### config.mk
export PLATFORM = sky130hd
export DESIGN_NAME = ndp_result_drain
export DESIGN_NICKNAME = d
export VERILOG_FILES = /design/src/rtl/ndp_drain_pkg.sv /design/src/rtl/ndp_result_drain.sv
export SDC_FILE = /design/constraint.sdc
export NUM_CORES = 1
export LEC_CHECK = 0
export ABC_AREA = 1
export CORE_ASPECT_RATIO = 0.8
export CORE_MARGIN = 2
export CORE_UTILIZATION = 44
export CTS_BUF_LIST = sky130_fd_sc_hd__clkbuf_4 sky130_fd_sc_hd__clkbuf_8
export DETAILED_ROUTE_END_ITERATION = 6
export GPL_TIMING_DRIVEN = 0
export PLACE_DENSITY = 0.78
export SYNTH_ARGS = -nofsm -noshare
export SYNTH_HDL_FRONTEND = slang
export SYNTH_SLANG_ARGS = --single-unit
### constraint.sdc
create_clock -name clk -period 1.45 [get_ports clk]
set_clock_uncertainty 0.2 [all_clocks]
set_input_delay 0.29 -clock clk [delete_from_list [all_inputs] [get_ports clk]]
set_output_delay 0.29 -clock clk [all_outputs]
set_load 0.05 [all_outputs]
### src/rtl/ndp_drain_pkg.sv
// Shared types and geometry helpers for the NDP result drain.
// The state type uses plain constants so legacy code can compare against raw encodings.
package ndp_drain_pkg;

    typedef logic [1:0] state_t;

    localparam state_t IDLE  = 2'd0;
    localparam state_t DRAIN = 2'd1;
    localparam state_t CLEAR = 2'd2;

    function automatic int calc_rows(input int sys_height, input int arr_height);
        return sys_height * arr_height;
    endfunction

    function automatic int calc_cols(input int sys_width, input int arr_width);
        return sys_width * arr_width;
    endfunction

    // A single row still needs a 1-bit index port.
    function automatic int calc_idxw(input int rows);
        return (rows <= 1) ? 1 : $clog2(rows);
    endfunction

endpackage

### src/rtl/ndp_result_drain.sv
// Snapshots NDP_unit out_c on the calc_done edge, streams it row by row over valid/ready,
// then pulses clear_req. Optional feature macro: DRAIN_CHECKSUM_EN (adds out_checksum).
module ndp_result_drain
    import ndp_drain_pkg::*;
#(
    parameter int WIDTH      = 16,
    parameter int ARR_HEIGHT = 4,
    parameter int ARR_WIDTH  = 4,
    parameter int SYS_HEIGHT = 1,
    parameter int SYS_WIDTH  = 1,
    localparam int ROWS = calc_rows(SYS_HEIGHT, ARR_HEIGHT),
    localparam int COLS = calc_cols(SYS_WIDTH, ARR_WIDTH),
    localparam int IDXW = calc_idxw(ROWS)
) (
    input  logic                          clk,
    input  logic                          reset_n,
    input  logic                          calc_done_flag,
    input  logic [ROWS*COLS*WIDTH-1:0]    in_c,
    output logic [COLS*WIDTH-1:0]         out_row,
    output logic [IDXW-1:0]               out_row_idx,
    output logic                          out_valid,
    input  logic                          out_ready,
    output logic                          out_last,
    output logic                          busy,
    output logic                          clear_req,
    output logic                          err_overrun
`ifdef DRAIN_CHECKSUM_EN
    ,
    output logic [WIDTH-1:0]              out_checksum
`endif
);

    localparam int              ROW_W    = COLS * WIDTH;
    localparam logic [IDXW-1:0] LAST_IDX = IDXW'(ROWS - 1);

    state_t                     state;
    logic                       done_q;
    logic                       start;
    logic                       fire;
    logic [IDXW-1:0]            idx;
    logic [ROWS*ROW_W-1:0]      snapshot;
    logic                       err_q;
    logic [ROW_W-1:0]           row_sel;

    assign start   = calc_done_flag && !done_q;
    assign row_sel = snapshot[int'(idx)*ROW_W +: ROW_W];

    always_ff @(posedge clk) begin
        if (!reset_n) begin
            state    <= IDLE;
            done_q   <= 1'b0;
            idx      <= '0;
            snapshot <= '0;
            err_q    <= 1'b0;
        end else begin
            done_q <= calc_done_flag;
            case (state)
                IDLE: begin
                    if (start) begin
                        snapshot <= in_c;
                        idx      <= '0;
                        state    <= DRAIN;
                    end
                end
                DRAIN: begin
                    if (fire) begin
                        if (idx == LAST_IDX) begin
                            state <= CLEAR;
                        end else begin
                            idx <= idx + IDXW'(1);
                        end
                    end
                end
                CLEAR: begin
                    state <= IDLE;
                    idx   <= '0;
                end
                default: begin
                    state <= IDLE;
                    idx   <= '0;
                end
            endcase
            // A done edge while a job is in flight is dropped; the snapshot is never overwritten.
            if (start && (state != IDLE)) begin
                err_q <= 1'b1;
            end
        end
    end

    assign out_valid   = (state == DRAIN);
    assign fire        = out_valid && out_ready;
    assign out_last    = out_valid && (idx == LAST_IDX);
    assign out_row_idx = idx;
    assign out_row     = out_valid ? row_sel : '0;
    assign busy        = (state != IDLE);
    assign clear_req   = (state == CLEAR);
    assign err_overrun = err_q;

`ifdef DRAIN_CHECKSUM_EN
    logic [WIDTH-1:0] cks_acc;

    function automatic logic [WIDTH-1:0] fold_row(input logic [ROW_W-1:0] row);
        logic [WIDTH-1:0] acc;
        acc = '0;
        for (int unsigned c = 0; c < COLS; c++) begin
            acc ^= row[c*WIDTH +: WIDTH];
        end
        return acc;
    endfunction

    always_ff @(posedge clk) begin
        if (!reset_n) begin
            cks_acc <= '0;
        end else if ((state == IDLE) && start) begin
            cks_acc <= '0;
        end else if (fire) begin
            cks_acc <= cks_acc ^ fold_row(row_sel);
        end
    end

    // Folding in the row on display makes the value complete on the last beat itself.
    assign out_checksum = cks_acc ^ fold_row(out_row);
`endif

endmodule

After elaboration in Yosys (flattened, before gate mapping)
Index checks and enable logic that the tools add are counted.

Flip-flop bits (word level): 262. Input bits: 260. Output and inout port bits: 71. Word-level logic and storage cells: 33.

$add $sub $neg: 1. Equality and inequality tests: 7. Shift operators: 1. Multiplexer cells: 9. Reduce and logical (&&, ||, !) cells: 10.

Operators by type and width (count): $shiftx 256x9->64 (1); $mux 64 (1); $mux 2 (6); $pmux 2 s2 (2); $reduce_and 3->1 (2); $eq 2x2->1 const B (2); $logic_and 1x1->1 (4); $ne 2x1->1 const B (2); $ne 2x2->1 const B (2); $add 2x1->2 const B (1); $eq 2x1->1 const B (1); $logic_not 2->1 (1); $reduce_and 2->1 (1); $reduce_bool 2->1 (1); $logic_not 1->1 (1).

Longest topological paths before layout
Word-level depth: 4. Mapped depth: 9. Depth with buffers taken out: 7.

Worst setup path before layout
Ideal clock, no wire load.

Path kind: register to output. Start: register idx[0] (netlist: out_row_idx[0]). End: output out_row[54]. Arrival time: 2.134 ns. Data required time: 0.960 ns. Slack: -1.174 ns. Cell stages (with the launch flop): 7. Buffers on the path: 2. Cell sequence: dfxtp_1 buf_2 buf_2 nor2_1 nor2_1 o21ai_0 a21oi_1.

Cells in the longest elaborated chain, start to end: 2.

Ends and longest elaborated chain: start: declaration (line ndp_result_drain.sv:40) `logic [IDXW-1:0] idx;`; start signal: assignment (line ndp_result_drain.sv:70) `idx <= idx + IDXW'(1);`; $shiftx 256x9->64 (line ndp_result_drain.sv:46) `assign row_sel = snapshot[int'(idx)*ROW_W +: ROW_W];`; $mux 64 (line ndp_result_drain.sv:94) `assign out_row = out_valid ? row_sel : '0;`; end: declaration (line ndp_result_drain.sv:19) `output logic [COLS*WIDTH-1:0] out_row,`.

Every way passes these cells.

Final worst setup path
Start: register idx[0] (netlist: out_row_idx[0]). End: output out_row[48].

The elaborated chain is that of the path after synthesis.

==> run_results.csv <==
group,metric,value,unit
routing,vias,13100,
synthesis,ys_ff_latch,262,
floorplan,die-area,26700,um2
floorplan,chipWidth,182,um
setup_path,crit_arrival,1.96,ns
synthesis,netlist_instances,1650,
synthesis,syn_area,11200,um2
sta,tightest_slew,0.661,ns
setup_path,slowest_stage,"dfxtp_4",
sta,setup_viol,327,
flow_run,maxCapViolCount,0,
global_routing,antenna_found_initial,4,
placement,port-buffer-count,329,
power,seqPwrFrac,39.3,%
layout,num-nets-final,2333,
synthesis,synth_top_cell_area_share,46.9,%
global_routing,grt_max_degree,11,
synthesis,syn_nets,1911,
placement,hpwlAfterDp,30200,um
synthesis,yosys_warnings,0,
floorplan,die_y,147,um
global_routing,grt_pass1_wl,62200,um
power,switching_share,30.4,%
floorplan,placementRows,52,
power,power_switching,6.41,mW
routing,via_per_inst,5.40,
layout,nFillCells,1710,
floorplan,initial_core_util,44.5,%
sta,min_period,2.45,ns
synthesis,ys_types,20,
clock_network,cts_hold_buf,0,
sta,rsz0062_at_grt,"yes",
setup_path,cp_cell_sequence,"inv_2, clkbuf_4, clkbuf_8, o21ai_1, a21oi_4, buf_6",
synthesis,syn_area_per_cell,6.78,um2
layout,fin_util,76.9,%
placement,gp_congestion,0.879,
clock_network,clk_pin_slew,0.06,ns
layout,syn_to_final_growth,72.7,%
floorplan,design.core.area,25100,um2
power,internal-power,14.7,mW
status,outcome,"finished with violations",
routing,drtIter0Drc,1011,
placement,dpl.cell_count,2303,
routing,drt_pass1_iterations,5,
routing,wl_per_cell,18.9,um
sta,setup_slack,-1.00,ns
global_routing,grt.total_usage,29.5,%
synthesis,yosysSeqAreaShare,46.9,%
clock_network,cts_buffers,44,
setup_path,path_class,"flop to primary output",
power,p_leak,7.39,nW
routing,routed_wl,46000,um
global_routing,grt_pass1_vias,11800,
layout,final_cell_mix,"nor2_1 (679), clkdlybuf4s50_1 (258), dfxtp_1 (257), o21ai_0 (139), o21ai_2 (121)",
floorplan,num_io_pins,331,
global_routing,grt_remaining_overflow,0,
clock_network,cts_buffer_depth,3,
power,p_per_area,1090,nW/um2
clock_network,tritoncts,"done",
sta,slew_headroom,55.9,%
setup_path,rrSetupSlack,-0.34,ns
clock_network,clockRootBuffer,"clkbuf_8",
synthesis,synth_top_area_cell,"dfxtp_1",
clock_network,clock-sinks,262,
setup_path,critical_path_required,0.96,ns
layout,final_common_cell,"nor2_1",
power,vdd_drop_max,0.000818,V
sta,finalCritPeriodShare,169,%
routing,antenna_left,0,
min_path,hp-class,"input port to flop",
sta,finalSetupTns,-115.40,ns
clock_network,clock_latency,0.53,ns
layout,drive_above_1_share,28.6,%
routing,drc,0,
status,violations,"setup timing",
clock_network,htreeDepth,2,
sta,drv_slew,0,
setup_path,critPathMaxFanout,10,
sta,final-hold-violation-count,0,
layout,fin_cells,2430,
power,p_clk_share,34.4,%
sta,max_freq,407,MHz
setup_path,max_stage_delay,0.39,ns
setup_path,worstSetupStartpointType,"flop",
setup_path,end_kind,"primary output",
power,p_comb_share,26.3,%
synthesis,yosys-top-cells-area,"dfxtp_1 (47%), nor2_1 (26%), o21ai_0 (16%)",
==> per-stage QoR <==
stage | area, um2 | setup slack (ns) | hold WS, ns | total power, mW
6_report | 19300 | -1.00 | 0.165 | 21.1
2_1_floorplan | 12100 | -0.362 | 0.183 | 10.9
4_1_cts | 17200 | -0.988 | 0.105 | 19.9
3_3_place_gp | 15800 | -1.27 | 0.250 | 12.4
5_1_grt | 19300 | -1.07 | 0.154 | 21.9
3_5_place_dp | 15800 | -1.30 | 0.267 | 12.5
==> power by group through the flow <==
| stage | registers (mW) | clock network (mW) | logic (mW) |
|---|---|---|---|
| after floorplan | 8.26 | 0 | 2.64 |
| after global placement | 8.30 | 0 | 4.14 |
| after detailed placement | 8.33 | 0 | 4.21 |
| after CTS | 8.20 | 7.27 | 4.41 |
| after global routing | 8.35 | 7.65 | 5.91 |
| final | 8.30 | 7.26 | 5.55 |
==> synthesized netlist by cell type <==
cell	number
nor3_1	1
buf_1	11
inv_1	12
nor2_1	770
nand4_1	1
nand2_4	1
o21ai_1	30
clkbuf_1	45
dfxtp_1	262
ha_1	1
nor2_4	1
buf_4	8
buf_6	2
a21oi_1	67
o211ai_1	1
o21ai_0	354
nand3_1	3
nand2_1	10
buf_2	67
inv_2	3
==> area by class of cell <==
class	count	area (um2)	area share, %
buffer	132	1430	7.39
multi-input combinational	1240	6840	35.4
clock inverter	1	30.0	0.155
tap	324	405	2.10
clock buffer	76	952	4.93
timing repair buffer	377	4310	22.3
inverter	15	83.8	0.434
antenna	3	7.51	0.0389
sequential	262	5260	27.2
==> layer usage <==
metal | global-route usage [%] | up-vias | part of all wire (%) | wire length [um]
li1 | - | 6201 | - | -
met2 | 49.3 | 667 | 47 | 21400
met5 | 0 | - | 0 | 0
met1 | 39.1 | 6152 | 42 | 19100
met3 | 5.74 | 113 | 8.5 | 3890
met4 | 8.27 | 0 | 3.3 | 1500
==> state kept, by name (all words and copies together), names as in the netlist <==
name and count:
out_row_idx 2, err_overrun 1, done_q 1, state 2
snapshot 256
==> path summary, 6_finish.rpt <==
| path | to | cells after the start | from |
|---|---|---|---|
| hold reg to reg | snapshot[174] | 2 | snapshot[174] |
| hold / removal | snapshot[8] | 3 | in_c[8] |
| setup reg to reg | snapshot[58] | 7 | state[1] |
| setup / recovery | out_row[48] | 6 | out_row_idx[0] |
==> cell families (layout without fill, tap and decap cells) <==
family	count (synthesis)	after routing	synth area share, %
DFF	262	262	46.9
buffers and inverters	148	601	6.12
AOI/OAI and AO/OA	452	452	20.3
other	0	3	0
adders and majority gates	1	1	0.112
and+or+nand+nor	787	787	26.6
==> what timing repair did <==
action / 4_1_cts / 5_1_grt
endpoints found under the setup margin: 323 / 327
resized for setup: 594 / 524
buffers inserted: 3 / 18
cloned: 0 / 27
pin swaps: 1 / 81
==> worst max-delay path, delay by kind of cell, from the launching register on <==
kind,cells,cell delay (ns)
buf+inv,4,0.73
flops,1,0.39
compound gates,2,0.29
No activity file was read; power rests on OpenSTA's default activity.
